`config.mk`:
```
export PLATFORM = sky130hd
export DESIGN_NAME = param_updown_counter
export DESIGN_NICKNAME = d
export VERILOG_FILES = /design/src/rtl/updown_pkg.sv /design/src/rtl/param_updown_counter_sticky_flag.sv /design/src/rtl/param_updown_counter.sv
export SDC_FILE = /design/constraint.sdc
export NUM_CORES = 1
export LEC_CHECK = 0
export CAP_MARGIN = 20
export CORE_AREA = 4 4 41 43
export DETAILED_ROUTE_END_ITERATION = 8
export DIE_AREA = 0 0 45 47
export MAX_ROUTING_LAYER = met4
export PLACE_DENSITY = 0.7
export SLEW_MARGIN = 0
export SYNTH_ARGS = -nofsm -noshare
export SYNTH_HDL_FRONTEND = slang
export SYNTH_SLANG_ARGS = --single-unit
```
`constraint.sdc`:
```
create_clock -name clk -period 2.55 [get_ports clk]
set_input_delay 0.255 -clock clk [delete_from_list [all_inputs] [get_ports clk]]
set_output_delay 0.255 -clock clk [all_outputs]
set_load 0.01 [all_outputs]
```
`src/rtl/updown_pkg.sv`:
```
// Shared types for the parametrised up/down counter.
// Direction and wrap/saturate mode enums plus the default width.
package updown_pkg;

   localparam int unsigned DEF_WIDTH = 4;

   typedef enum logic {
      DIR_DOWN = 1'b0,
      DIR_UP   = 1'b1
   } dir_e;

   typedef enum logic {
      MODE_WRAP = 1'b0,
      MODE_SAT  = 1'b1
   } mode_e;

endpackage

```
`src/rtl/param_updown_counter_sticky_flag.sv`:
```
// Set-dominant sticky flag register with synchronous clear.
// Ports: clk, rst_n (async low), set_i, clr_i, flag_o.
module sticky_flag (
   input  logic clk,
   input  logic rst_n,
   input  logic set_i,
   input  logic clr_i,
   output logic flag_o
);

   logic flag_q;
   logic flag_d;

   always_comb begin
      flag_d = flag_q;
      if (set_i) begin
         flag_d = 1'b1;
      end else if (clr_i) begin
         flag_d = 1'b0;
      end
   end

   always_ff @(posedge clk or negedge rst_n) begin
      if (!rst_n) begin
         flag_q <= 1'b0;
      end else begin
         flag_q <= flag_d;
      end
   end

   assign flag_o = flag_q;

endmodule

```
`src/rtl/param_updown_counter.sv`:
```
// Up/down counter modulo MAX_VAL+1: load, wrap/saturate, tc, sticky ovf/unf.
// Ports: clk, reset_n, en, up_down, load, load_val, sat_mode, clr_flags
//        -> count, tc, ovf, unf, at_max, at_min.
module param_updown_counter
   import updown_pkg::*;
#(
   parameter int unsigned WIDTH     = DEF_WIDTH,
   parameter int unsigned MAX_VAL   = (2**WIDTH) - 1,
   parameter int unsigned RESET_VAL = 0
) (
   input  logic             clk,
   input  logic             reset_n,
   input  logic             en,
   input  logic             up_down,
   input  logic             load,
   input  logic [WIDTH-1:0] load_val,
   input  logic             sat_mode,
   input  logic             clr_flags,
   output logic [WIDTH-1:0] count,
   output logic             tc,
   output logic             ovf,
   output logic             unf,
   output logic             at_max,
   output logic             at_min
);

   localparam logic [WIDTH-1:0] MAX_C = WIDTH'(MAX_VAL);
   localparam logic [WIDTH-1:0] RST_C = WIDTH'(RESET_VAL);
   localparam logic [WIDTH:0]   ONE_X = (WIDTH+1)'(1);

   logic [WIDTH-1:0] count_q;
   logic [WIDTH-1:0] count_d;
   logic             tc_q;
   logic             tc_d;
   logic             ovf_set;
   logic             unf_set;
   logic [WIDTH:0]   inc_x;
   logic [WIDTH:0]   dec_x;
   dir_e             dir;
   mode_e            mode;

   assign dir  = dir_e'(up_down);
   assign mode = mode_e'(sat_mode);

   // Extra bit keeps the carry/borrow out of the visible count;
   // only used when the count is strictly inside the range.
   assign inc_x = {1'b0, count_q} + ONE_X;
   assign dec_x = {1'b0, count_q} - ONE_X;

   always_comb begin
      count_d = count_q;
      tc_d    = 1'b0;
      ovf_set = 1'b0;
      unf_set = 1'b0;
      if (load) begin
         count_d = (load_val > MAX_C) ? MAX_C : load_val;
      end else if (en) begin
         if (dir == DIR_UP) begin
            if (count_q == MAX_C) begin
               ovf_set = 1'b1;
               if (mode == MODE_WRAP) begin
                  count_d = '0;
                  tc_d    = 1'b1;
               end
            end else begin
               count_d = inc_x[WIDTH-1:0];
            end
         end else begin
            if (count_q == '0) begin
               unf_set = 1'b1;
               if (mode == MODE_WRAP) begin
                  count_d = MAX_C;
                  tc_d    = 1'b1;
               end
            end else begin
               count_d = dec_x[WIDTH-1:0];
            end
         end
      end
   end

   always_ff @(posedge clk or negedge reset_n) begin
      if (!reset_n) begin
         count_q <= RST_C;
         tc_q    <= 1'b0;
      end else begin
         count_q <= count_d;
         tc_q    <= tc_d;
      end
   end

   sticky_flag u_ovf (
      .clk    (clk),
      .rst_n  (reset_n),
      .set_i  (ovf_set),
      .clr_i  (clr_flags),
      .flag_o (ovf)
   );

   sticky_flag u_unf (
      .clk    (clk),
      .rst_n  (reset_n),
      .set_i  (unf_set),
      .clr_i  (clr_flags),
      .flag_o (unf)
   );

   assign count  = count_q;
   assign tc     = tc_q;
   assign at_max = (count_q == MAX_C);
   assign at_min = (count_q == '0);

endmodule

```
==> impl_metrics.env <==
export IMPL_status="complete, no violations"
export IMPL_yosysTopAreaCell="dfrtp_1"
export IMPL_grt_max_degree=11
export IMPL_finalCriticalPeriod_ns=2.11
export IMPL_synth_warnings=0
export IMPL_core_area_um2=1300
export IMPL_ios=20
export IMPL_wl_per_cell_um=12.9
export IMPL_r2r_cells=7
export IMPL_slew_viol_final=0
export IMPL_final_core_util=0.544
export IMPL_finalSetupTns_ns=0
export IMPL_cts_setup_buffers=0
export IMPL_num_antenna_cells=0
export IMPL_use_met3=0.0460
export IMPL_setup_violations_final=0
export IMPL_drcViolationCount=0
export IMPL_power_frac_seq=0.378
export IMPL_syn_instance_count=50
export IMPL_grt_pass1_vias=408
export IMPL_synth_cell_types=29
export IMPL_met2_usage=0.186
export IMPL_synth_xor_area_frac=0.0362
export IMPL_power_density_nw_per_um2=524
export IMPL_clock_path_buffers=2
export IMPL_worstSkewPairLatency_ns=0.26
export IMPL_use_met1=0.139
export IMPL_worstMarginPinSlew_ns=0.330
export IMPL_drt_iter0_drc=17
export IMPL_drive_above_1_share=0.125
export IMPL_final_setup_skew_ns=0.00353
export IMPL_max_freq_mhz=474
export IMPL_nNetsFinal=86
export IMPL_critPathKind="register to register"
export IMPL_busiest_layer="met2"
export IMPL_routed_wl_mm=1.12
export IMPL_avgViaCountPerCell=5.23
export IMPL_hpwlAfterDp_um=901
export IMPL_gr_total_overflow=0
export IMPL_finalHoldViolations=0
export IMPL_numPortBuffers=19
export IMPL_cts_htree_levels=1
export IMPL_ctsHoldBuffers=0
export IMPL_synth_top_family_by_area="compound AO/OA/AOI/OAI gates"
export IMPL_rr_endpoint="count[0]"
export IMPL_crit_family="simple AND/OR/NAND/NOR gates"
export IMPL_cts_clk_slew_worst_paths_ns=0.06
export IMPL_cts_made_buffers=3
export IMPL_grtUsageTotal=0.121
export IMPL_die_w_um=45
export IMPL_p_leak_uw=0.000294
export IMPL_yosysTopAreaCellShare=0.362
export IMPL_syn_nets=63
export IMPL_drv_cap=0
export IMPL_synth_ff_latch_count=7
export IMPL_path_cells="inv_1 > ha_1 > or4b_4 > and2_4 > o2bb2ai_1 > a221oi_1 > a21oi_1"
export IMPL_ant_nets=0
export IMPL_period_share=0.827
export IMPL_floorplan_initialDensity=0.372
export IMPL_hold_path_class="input pin to asynchronous set/reset pin"
export IMPL_p_int_uw=253
export IMPL_yosysSeqAreaShare=0.362
export IMPL_gp_congestion=0.788
export IMPL_cts_sinks=7
export IMPL_crit_buf_inv=1
export IMPL_r2r_slack_ns=0.44
export IMPL_r2r_start="count[0]"
export IMPL_die_area_um2=2120
export IMPL_die_h_um=47
export IMPL_post_cts_resize_count=0
export IMPL_synthSimpleGateAreaFrac=0.160
export IMPL_synth_compound_area_frac=0.245
export IMPL_peakVddDrop_mv=0.313
export IMPL_row_count=13
export IMPL_synth_mux_area_frac=0.0672
export IMPL_relSlewSlack=0.779
export IMPL_syn_area_um2=484
export IMPL_rsz0062_at_grt="false"
export IMPL_p_sw_uw=117
export IMPL_syn2layout_area_growth_pct=46.3
export IMPL_crit_path_end_kind="register"
export IMPL_antenna_found_initial=0
export IMPL_crit_required_ns=2.68
export IMPL_first_pass_iters=4
export IMPL_pwr_share_comb=0.337
export IMPL_cp_max_fo=6
export IMPL_stdcell_count=87
export IMPL_cts_tree="done"
export IMPL_critPathLaunchType="register"
export IMPL_crit_arrival_ns=2.24
export IMPL_syn_mean_instance_area_um2=9.68
export IMPL_power_uw=371
export IMPL_routed_via_count=455
export IMPL_yosys_area_share_adder=0.0517
export IMPL_pwr_share_clk=0.285
export IMPL_critPathSlowestCell="or4b_4"
export IMPL_clock_root_buffer="clkbuf_4"
export IMPL_crit_path_max_incr_delay_ns=0.50
export IMPL_swShare=0.317
export IMPL_grt_pass1_wl_mm=1.75
export IMPL_whs_ns=0.257
export IMPL_dpl_cell_count=83
export IMPL_yosys_top_cells_area="dfrtp_1 36%, inv_1 5.4%, a21oi_1 5.2%"
worst max path at each step:
stage / endpoint / start / cells past startpoint / slack (ns)
after detailed placement: count[0] / up_down / 6 / 0.39
after floorplan: count[2] / count[0] / 7 / 0.60
after CTS: count[2] / count[0] / 7 / 0.45
after global routing: count[0] / count[0] / 7 / 0.36
final: count[0] / count[0] / 7 / 0.44
after global placement: count[2] / up_down / 6 / 0.41
registers in the layout (all words and copies together), names as in the netlist:
signal,count
u_ovf.flag_o,1
u_unf.flag_o,1
count,4
tc,1
routing by layer:
| metal | up-vias | share of wire |
|---|---|---|
| li1 | 227 | - |
| met1 | 209 | 0.43 |
| met2 | 16 | 0.48 |
| met3 | 3 | 0.074 |
| met4 | 0 | 0.015 |
| met5 | - | 0 |
stage by stage:
stage,worst slack (ns),cell area [µm²]
after floorplan,0.600,484
after global placement,0.410,682
after detailed placement,0.393,682
after CTS,0.454,708
after global routing,0.361,708
final,0.440,708
worst register-to-register path, stage by stage (launching register included):
cell and delay [ns]:
dfrtp_1 0.45, inv_1 0.16, ha_1 0.23, or4b_4 0.50
and2_4 0.18, o2bb2ai_1 0.12, a221oi_1 0.29, a21oi_1 0.06
cell families after synthesis:
kind of cell | count (synthesis)
compound gates | 17
xor+xnor | 2
fa+ha+maj | 2
buf+inv | 8
flops | 7
mux | 3
simple gates | 11
synth_stat cells (all sizes together):
library cell	instances
a21o	1
a21oi	5
a221oi	1
a311o	1
and2	1
and3	1
buf	1
dfrtp	7
ha	2
inv	7
mux2	2
mux2i	1
nand2	1
nand2b	1
nand4	2
nor2b	1
nor3	1
nor3b	1
o211ai	2
o21ai	3
o21bai	1
o22ai	2
o2bb2ai	1
or4	1
or4b	1
xnor2	2
power groups by stage:
| stage | logic (µW) | registers [µW] | clock network [µW] |
|---|---|---|---|
| 3_5_place_dp | 125 | 142 | 0 |
| 5_1_grt | 136 | 142 | 118 |
| 4_1_cts | 125 | 140 | 109 |
| 2_1_floorplan | 70.2 | 140 | 0 |
| 3_3_place_gp | 124 | 142 | 0 |
| 6_report | 125 | 140 | 106 |
cell type report:
type,instances,area [µm²]
fillers,132,593
clock buffers,4,26.3
repair buffers,19,190
multi-input cells,35,272
well taps,15,18.8
inverters,7,26.3
flip-flops and latches,7,175
layout by cell type, fill, tap and decap left out, types with 2 or more instances in the layout:
cell	n
clkdlybuf4s50_1	19
xnor2_1	2
nand4_1	2
clkbuf_4	3
o22ai_1	2
a21oi_1	5
mux2_2	2
inv_1	7
dfrtp_1	7
ha_1	2
(Power assumes the default switching activity.)
